$ cat src/rtl/tqvp_bus_pkg.sv
// -----------------------------------------------------------------------------
// tqvp_bus_pkg
//
// Shared types and helpers for the TinyQV peripheral bus sequencer.
//   size_e      : access size code, doubles as the active-low strobe encoding
//   BUS_IDLE    : strobe value driven when no access is in progress
//   state_e     : sequencer FSM states
//   is_aligned  : natural-alignment check for a size / low address bits pair
//   mask_rdata  : zero-extends read data to the access size
// -----------------------------------------------------------------------------
package tqvp_bus_pkg;

    typedef enum logic [1:0] {
        BYTE    = 2'b00,
        HALF    = 2'b01,
        WORD    = 2'b10,
        ILLEGAL = 2'b11
    } size_e;

    // Strobes are "size code when active, 11 when idle"; 11 is also the illegal size.
    localparam logic [1:0] BUS_IDLE = 2'b11;

    typedef enum logic [1:0] {
        StIdle,
        StWrite,
        StRead,
        StResp
    } state_e;

    // Only the two low address bits matter for natural alignment.
    function automatic logic is_aligned(input size_e size, input logic [1:0] addr_lo);
        logic ok;
        case (size)
            BYTE:    ok = 1'b1;
            HALF:    ok = ~addr_lo[0];
            WORD:    ok = (addr_lo == 2'b00);
            default: ok = 1'b0;
        endcase
        return ok;
    endfunction

    function automatic logic [31:0] mask_rdata(input size_e size, input logic [31:0] data);
        logic [31:0] res;
        case (size)
            BYTE:    res = {24'h0, data[7:0]};
            HALF:    res = {16'h0, data[15:0]};
            default: res = data;
        endcase
        return res;
    endfunction

endpackage

$ cat src/rtl/tqvp_bus_timeout.sv
// -----------------------------------------------------------------------------
// tqvp_bus_timeout
//
// Loadable down-counter used to bound how long a read strobe may stay active.
// The counter saturates at zero; expired is high whenever it holds zero.
//
// Ports:
//   clk        in   clock, rising edge
//   rst        in   synchronous active-high reset (count -> 0)
//   load       in   load load_value (takes priority over enable)
//   load_value in   value loaded on load
//   clear      in   force count to 0
//   enable     in   decrement by one (saturating at 0)
//   expired    out  count is zero
// -----------------------------------------------------------------------------
module tqvp_bus_timeout #(
    parameter int unsigned Width = 8
) (
    input  logic             clk,
    input  logic             rst,
    input  logic             load,
    input  logic [Width-1:0] load_value,
    input  logic             clear,
    input  logic             enable,
    output logic             expired
);

    logic [Width-1:0] count_q;
    logic [Width-1:0] count_d;

    always_comb begin
        count_d = count_q;
        if (clear) begin
            count_d = '0;
        end else if (load) begin
            count_d = load_value;
        end else if (enable && (count_q != '0)) begin
            count_d = count_q - 1'b1;
        end
    end

    always_ff @(posedge clk) begin
        if (rst) begin
            count_q <= '0;
        end else begin
            count_q <= count_d;
        end
    end

    assign expired = (count_q == '0);

endmodule

$ cat src/rtl/tqvp_bus_sequencer.sv
// -----------------------------------------------------------------------------
// tqvp_bus_sequencer
//
// Turns a valid/ready command stream into single accesses on the TinyQV
// peripheral bus and returns one response per command. One command is in
// flight at a time. Illegal or misaligned commands are answered with an error
// without touching the bus.
//
// Optional feature macro: TQVP_BUS_SEQ_TIMEOUT_EN
//   When defined, a read whose data_ready has not been seen by the end of the
//   TIMEOUT_CYCLES-th strobe cycle is aborted with resp_err=1. When undefined,
//   reads wait indefinitely and TIMEOUT_CYCLES only gets a range check.
//
// Ports:
//   clk, rst            clock (rising edge), synchronous active-high reset
//   cmd_valid/ready     command handshake
//   cmd_write           1 = write, 0 = read
//   cmd_size            00 byte, 01 half, 10 word, 11 illegal
//   cmd_addr/wdata      peripheral register address / LSB-aligned write data
//   resp_valid/ready    response handshake
//   resp_rdata          zero-extended read data (0 for writes and errors)
//   resp_err            illegal, misaligned or timed-out command
//   address, data_in    bus address and write data (registered, held when idle)
//   data_write_n        write strobe: size code when active, 11 when idle
//   data_read_n         read strobe: size code when active, 11 when idle
//   data_out            read data from the peripheral
//   data_ready          read data valid (only observed while reading)
// -----------------------------------------------------------------------------
module tqvp_bus_sequencer
    import tqvp_bus_pkg::*;
#(
    parameter int unsigned TIMEOUT_CYCLES = 64
) (
    input  logic        clk,
    input  logic        rst,
    input  logic        cmd_valid,
    output logic        cmd_ready,
    input  logic        cmd_write,
    input  logic [1:0]  cmd_size,
    input  logic [5:0]  cmd_addr,
    input  logic [31:0] cmd_wdata,
    output logic        resp_valid,
    input  logic        resp_ready,
    output logic [31:0] resp_rdata,
    output logic        resp_err,
    output logic [5:0]  address,
    output logic [31:0] data_in,
    output logic [1:0]  data_write_n,
    output logic [1:0]  data_read_n,
    input  logic [31:0] data_out,
    input  logic        data_ready
);

    if ((TIMEOUT_CYCLES < 1) || (TIMEOUT_CYCLES > 255)) begin : g_bad_timeout
        $error("TIMEOUT_CYCLES must be in 1..255");
    end

    state_e      state_q, state_d;
    logic [5:0]  address_q, address_d;
    logic [31:0] data_in_q, data_in_d;
    logic [1:0]  write_n_q, write_n_d;
    logic [1:0]  read_n_q, read_n_d;
    logic        resp_valid_q, resp_valid_d;
    logic [31:0] resp_rdata_q, resp_rdata_d;
    logic        resp_err_q, resp_err_d;

    logic        cmd_fire;
    logic        cmd_bad;
    logic        timeout_hit;

    // Gated by rst so the port reads 0 while reset is held, and 1 in the very
    // first cycle after it, without waiting for a registered copy.
    assign cmd_ready = (state_q == StIdle) && !rst;
    assign cmd_fire  = cmd_valid && cmd_ready;
    assign cmd_bad   = (size_e'(cmd_size) == ILLEGAL) ||
                       !is_aligned(size_e'(cmd_size), cmd_addr[1:0]);

`ifdef TQVP_BUS_SEQ_TIMEOUT_EN
    // Loaded with N-1 so the counter reaches zero in the N-th strobe cycle.
    localparam logic [7:0] TmoLoad = 8'(TIMEOUT_CYCLES - 1);

    logic tmo_expired;

    tqvp_bus_timeout #(
        .Width (8)
    ) u_timeout (
        .clk        (clk),
        .rst        (rst),
        .load       (cmd_fire && !cmd_bad && !cmd_write),
        .load_value (TmoLoad),
        .clear      (state_q == StResp),
        .enable     (state_q == StRead),
        .expired    (tmo_expired)
    );

    // data_ready in the last counted cycle still completes normally.
    assign timeout_hit = tmo_expired && !data_ready;
`else
    assign timeout_hit = 1'b0;
`endif

    always_comb begin
        state_d      = state_q;
        address_d    = address_q;
        data_in_d    = data_in_q;
        write_n_d    = BUS_IDLE;
        read_n_d     = read_n_q;
        resp_valid_d = resp_valid_q;
        resp_rdata_d = resp_rdata_q;
        resp_err_d   = resp_err_q;

        unique case (state_q)
            StIdle: begin
                if (cmd_fire) begin
                    if (cmd_bad) begin
                        state_d      = StResp;
                        resp_valid_d = 1'b1;
                        resp_err_d   = 1'b1;
                        resp_rdata_d = '0;
                    end else if (cmd_write) begin
                        state_d   = StWrite;
                        write_n_d = cmd_size;
                        address_d = cmd_addr;
                        data_in_d = cmd_wdata;
                    end else begin
                        state_d   = StRead;
                        read_n_d  = cmd_size;
                        address_d = cmd_addr;
                    end
                end
            end

            StWrite: begin
                state_d      = StResp;
                resp_valid_d = 1'b1;
                resp_err_d   = 1'b0;
                resp_rdata_d = '0;
            end

            StRead: begin
                if (data_ready) begin
                    state_d      = StResp;
                    read_n_d     = BUS_IDLE;
                    resp_valid_d = 1'b1;
                    resp_err_d   = 1'b0;
                    // read_n_q still carries the size code of this access
                    resp_rdata_d = mask_rdata(size_e'(read_n_q), data_out);
                end else if (timeout_hit) begin
                    state_d      = StResp;
                    read_n_d     = BUS_IDLE;
                    resp_valid_d = 1'b1;
                    resp_err_d   = 1'b1;
                    resp_rdata_d = '0;
                end
            end

            StResp: begin
                if (resp_ready) begin
                    state_d      = StIdle;
                    resp_valid_d = 1'b0;
                end
            end

            default: state_d = StIdle;
        endcase
    end

    always_ff @(posedge clk) begin
        if (rst) begin
            state_q      <= StIdle;
            address_q    <= '0;
            data_in_q    <= '0;
            write_n_q    <= BUS_IDLE;
            read_n_q     <= BUS_IDLE;
            resp_valid_q <= 1'b0;
            resp_rdata_q <= '0;
            resp_err_q   <= 1'b0;
        end else begin
            state_q      <= state_d;
            address_q    <= address_d;
            data_in_q    <= data_in_d;
            write_n_q    <= write_n_d;
            read_n_q     <= read_n_d;
            resp_valid_q <= resp_valid_d;
            resp_rdata_q <= resp_rdata_d;
            resp_err_q   <= resp_err_d;
        end
    end

    assign address      = address_q;
    assign data_in      = data_in_q;
    assign data_write_n = write_n_q;
    assign data_read_n  = read_n_q;
    assign resp_valid   = resp_valid_q;
    assign resp_rdata   = resp_rdata_q;
    assign resp_err     = resp_err_q;

endmodule

$ cat config.mk
export PLATFORM = sky130hd
export DESIGN_NAME = tqvp_bus_sequencer
export DESIGN_NICKNAME = d
export VERILOG_FILES = /design/src/rtl/tqvp_bus_pkg.sv /design/src/rtl/tqvp_bus_timeout.sv /design/src/rtl/tqvp_bus_sequencer.sv
export SDC_FILE = /design/constraint.sdc
export NUM_CORES = 1
export LEC_CHECK = 0
export ABC_CLOCK_PERIOD_IN_PS = 1800
export CORE_MARGIN = 3
export CORE_UTILIZATION = 33
export CTS_CLUSTER_DIAMETER = 80
export DETAILED_ROUTE_END_ITERATION = 6
export HOLD_SLACK_MARGIN = 0.02
export PLACE_DENSITY = 0.7
export SLEW_MARGIN = 20
export SYNTH_ARGS = -nofsm -noshare
export SYNTH_HDL_FRONTEND = slang
export SYNTH_SLANG_ARGS = --single-unit
$ cat constraint.sdc
create_clock -name clk -period 1.8 [get_ports clk]
set_clock_uncertainty 0.15 [all_clocks]
set_input_delay 0.36 -clock clk [delete_from_list [all_inputs] [get_ports clk]]
set_output_delay 0.36 -clock clk [all_outputs]
set_load 0.01 [all_outputs]
==> results.toml <==
[routing]
drc = 0
dr_wl_met3_um = 835
avgRoutedWirePerCell_um = 14.0
first_pass_iters = 4
drt_iter0_drc = 64
num_vias = 3019
wl_met2_um = 4410
routed_wl_um = 9420
top_layer = "met4"
wl_met1_um = 4100
drtAntennaViolNets = 0
viasPerCell = 4.50

[yosys]
ys_async_sr_fraction = 0
syn_nets = 438
yosysTopAreaCell = "dfxtp_1"
synth-simple-area-share = 0.226
netlist_instances = 355
yosysSeqAreaShare = 0.486
synth_compound_area_frac = 0.0938
synthAdderAreaFrac = 0.0195
synthDominantCellAreaShare = 0.486
muxShareOfSynthArea = 0.128
avgSynthCellArea_sq_um = 9.05
synth-edff-count = 0
synth_cell_type_count = 31
synth_ff_type = "dfxtp_1"
synthesis.area_sq_um = 3210
synth_top_family_by_area = "simple AND/OR/NAND/NOR gates"
synth-xor-area-share = 0
ys_ff_latch = 78
yosys_warnings = 0
synth_area_leaders = "dfxtp_1, mux2i_1, nand2_1"

[critical_path]
worstPathMaxFanout = 4
critPathRequiredTime_ns = 1.93
arrival_ns = 1.90
critPathCaptureType = "flop"
cp-start-kind = "flop"
critPathKind = "flop to flop"

[place]
gp_congestion = 0.730
placement.io_buffers = 154
dp_slack_ns = -0.364
hpwlAfterDp_um = 6680

[sta]
timing.slew.headroom = 0.748
finalSetupViolCount = 0
period_minus_slack_ns = 1.77
rsz0062_at_grt = "true"
tightest_slew_ns = 0.377
final_hold_viol_count = 0
setup-tns-final_ns = 0
max_freq_mhz = 565
worst_slack_ns = 0.0313
hold_slack_ns = 0.301
drv_slew = 0
fin_crit_sh = 0.983

[power_and_ir_drop]
peakVddDrop_uv = 483
powerDensity_nw_per_um2 = 1050
p_leak_uw = 0.00234
finalPower_uw = 5800

[floorplanning]
core_sq_um = 9370
die_h_um = 105
boundaryPins = 155
dieArea_sq_um = 11000
placementRows = 35
die_w_um = 105
floorplan.initialDensity = 0.343

[outcome]
status = "complete, no violations"

[worst_hold_path]
hold_class = "input port to flop"

[grt]
antenna_found_initial = 0
grt_usage = 0.169
grt_pass1_vias = 3105
grt_pass1_wl_um = 15100
grt_max_degree = 42
grt_overflow = 0

[cts]
path_clk_slew_ns = 0.08
cts_hold_buf = 0
cts_max_level = 3
tritoncts = "yes"
cts_buffers = 9
clk_path_buf_depth = 2
cts_root_buf = "clkbuf_8"
clock-sinks = 78
clock_latency_ns = 0.34

[layout]
drive_above_1_share = 0.144
areaGrowthSynthToFinish_pct = 71.7
nFillCells = 853
fin_nets = 620
num_antenna_cells = 0

[flow_run]
cap_violations = 0
==> stage by stage <==
| stage | std cells | area (sq um) | utilization |
|---|---|---|---|
| 2_1_floorplan | 355 | 3210 | - |
| 3_3_place_gp | 644 | 5070 | 0.541 |
| 3_5_place_dp | 644 | 5070 | 0.541 |
| 4_1_cts | 666 | 5390 | 0.575 |
| 5_1_grt | 671 | 5520 | 0.589 |
| 6_report | 671 | 5520 | 0.589 |
==> logic make-up (layout without fill, tap and decap cells) <==
logic type | count (synthesis) | in the layout
buffers and inverters | 27 | 214
muxes | 41 | 41
AOI/OAI and AO/OA | 47 | 47
adders and majority gates | 5 | 5
DFF | 78 | 78
and+or+nand+nor | 157 | 157
==> layout by cell type, fill, tap and decap left out, types with 6 or more instances in the layout <==
cell             Yosys  routed
nand2b_1            35      35
nand2_1             97      97
clkdlybuf4s50_1      0     137
a21oi_1             32      32
mux2i_1             40      39
dfxtp_1             78      77
buf_12               0       6
buf_4                5      27
nor2_1              14      14
clkbuf_8             0      11
dlymetal6s2s_1       0      13
==> where the power goes <==
group / internal (uW) / leakage, uW / switching, uW
clock network: 717 / 0.000106 / 645
logic: 1460 / 0.00160 / 1020
registers: 1880 / 0.000632 / 79.1
==> flip-flops by register name, indices dropped and copies added, names as in the netlist <==
| signal | count |
|---|---|
| address | 6 |
| data_write_n | 2 |
| resp_rdata | 32 |
| data_read_n | 2 |
| resp_valid | 1 |
| resp_err | 1 |
| data_in | 32 |
| state_q | 2 |
==> cell usage after synthesis (2+ instances only) <==
| cell | n |
|---|---|
| buf_4 | 5 |
| nor2b_1 | 3 |
| ha_1 | 5 |
| mux2i_1 | 40 |
| a31o_2 | 2 |
| nand2_1 | 97 |
| inv_1 | 5 |
| buf_2 | 5 |
| clkbuf_1 | 8 |
| o21ai_2 | 2 |
| a311oi_1 | 3 |
| o21ai_0 | 2 |
| a21oi_2 | 2 |
| nor2_1 | 14 |
| buf_6 | 3 |
| nand2b_1 | 35 |
| dfxtp_1 | 78 |
| nor3_1 | 2 |
| a21oi_1 | 32 |
==> critical path, cell delays in order (launching register included) <==
cell	delay [ns]
dfxtp_1	0.34
buf_4	0.15
ha_4	0.14
nor2b_4	0.15
a21oi_2	0.04
buf_4	0.13
buf_4	0.12
buf_4	0.13
a311oi_2	0.25
a31o_2	0.13
==> worst paths after layout <==
path	from	endpoint	slack (ns)	cells past startpoint
setup / recovery	state_q[1]$_SDFFE_PP0P_	resp_valid$_SDFFE_PP0P_	0.03	9
setup reg to reg	state_q[1]$_SDFFE_PP0P_	resp_valid$_SDFFE_PP0P_	0.03	9
hold reg to reg	data_in[18]$_SDFFE_PP0P_	data_in[18]$_SDFFE_PP0P_	0.30	2
hold / removal	cmd_addr[0]	address[0]$_SDFFE_PP0P_	0.30	3
==> layer usage <==
layer  vias to the layer above  global-route usage
met4                         0              0.0553
li1                       1523                   -
met1                      1368               0.202
met5                         -                   0
met3                         8              0.0704
met2                       120               0.277
==> repair_timing <==
action / in CTS / in global routing
gates resized for setup: 16 / 22
setup buffers: 4 / 4
cloned: 2 / 1
setup endpoints to repair: 36 / 53
pin swaps: 1 / 3
==> layout make-up <==
cell class	count	area (sq um)	share of cell area
well taps	129	161	0.0293
multi-input cells	250	1570	0.284
clock buffers	11	151	0.0274
inverters	5	18.8	0.00340
clock inverters	5	56.3	0.0102
repair buffers	193	2000	0.362
flip-flops and latches	78	1560	0.283
Note: power is estimated with default switching activity, not from simulation.
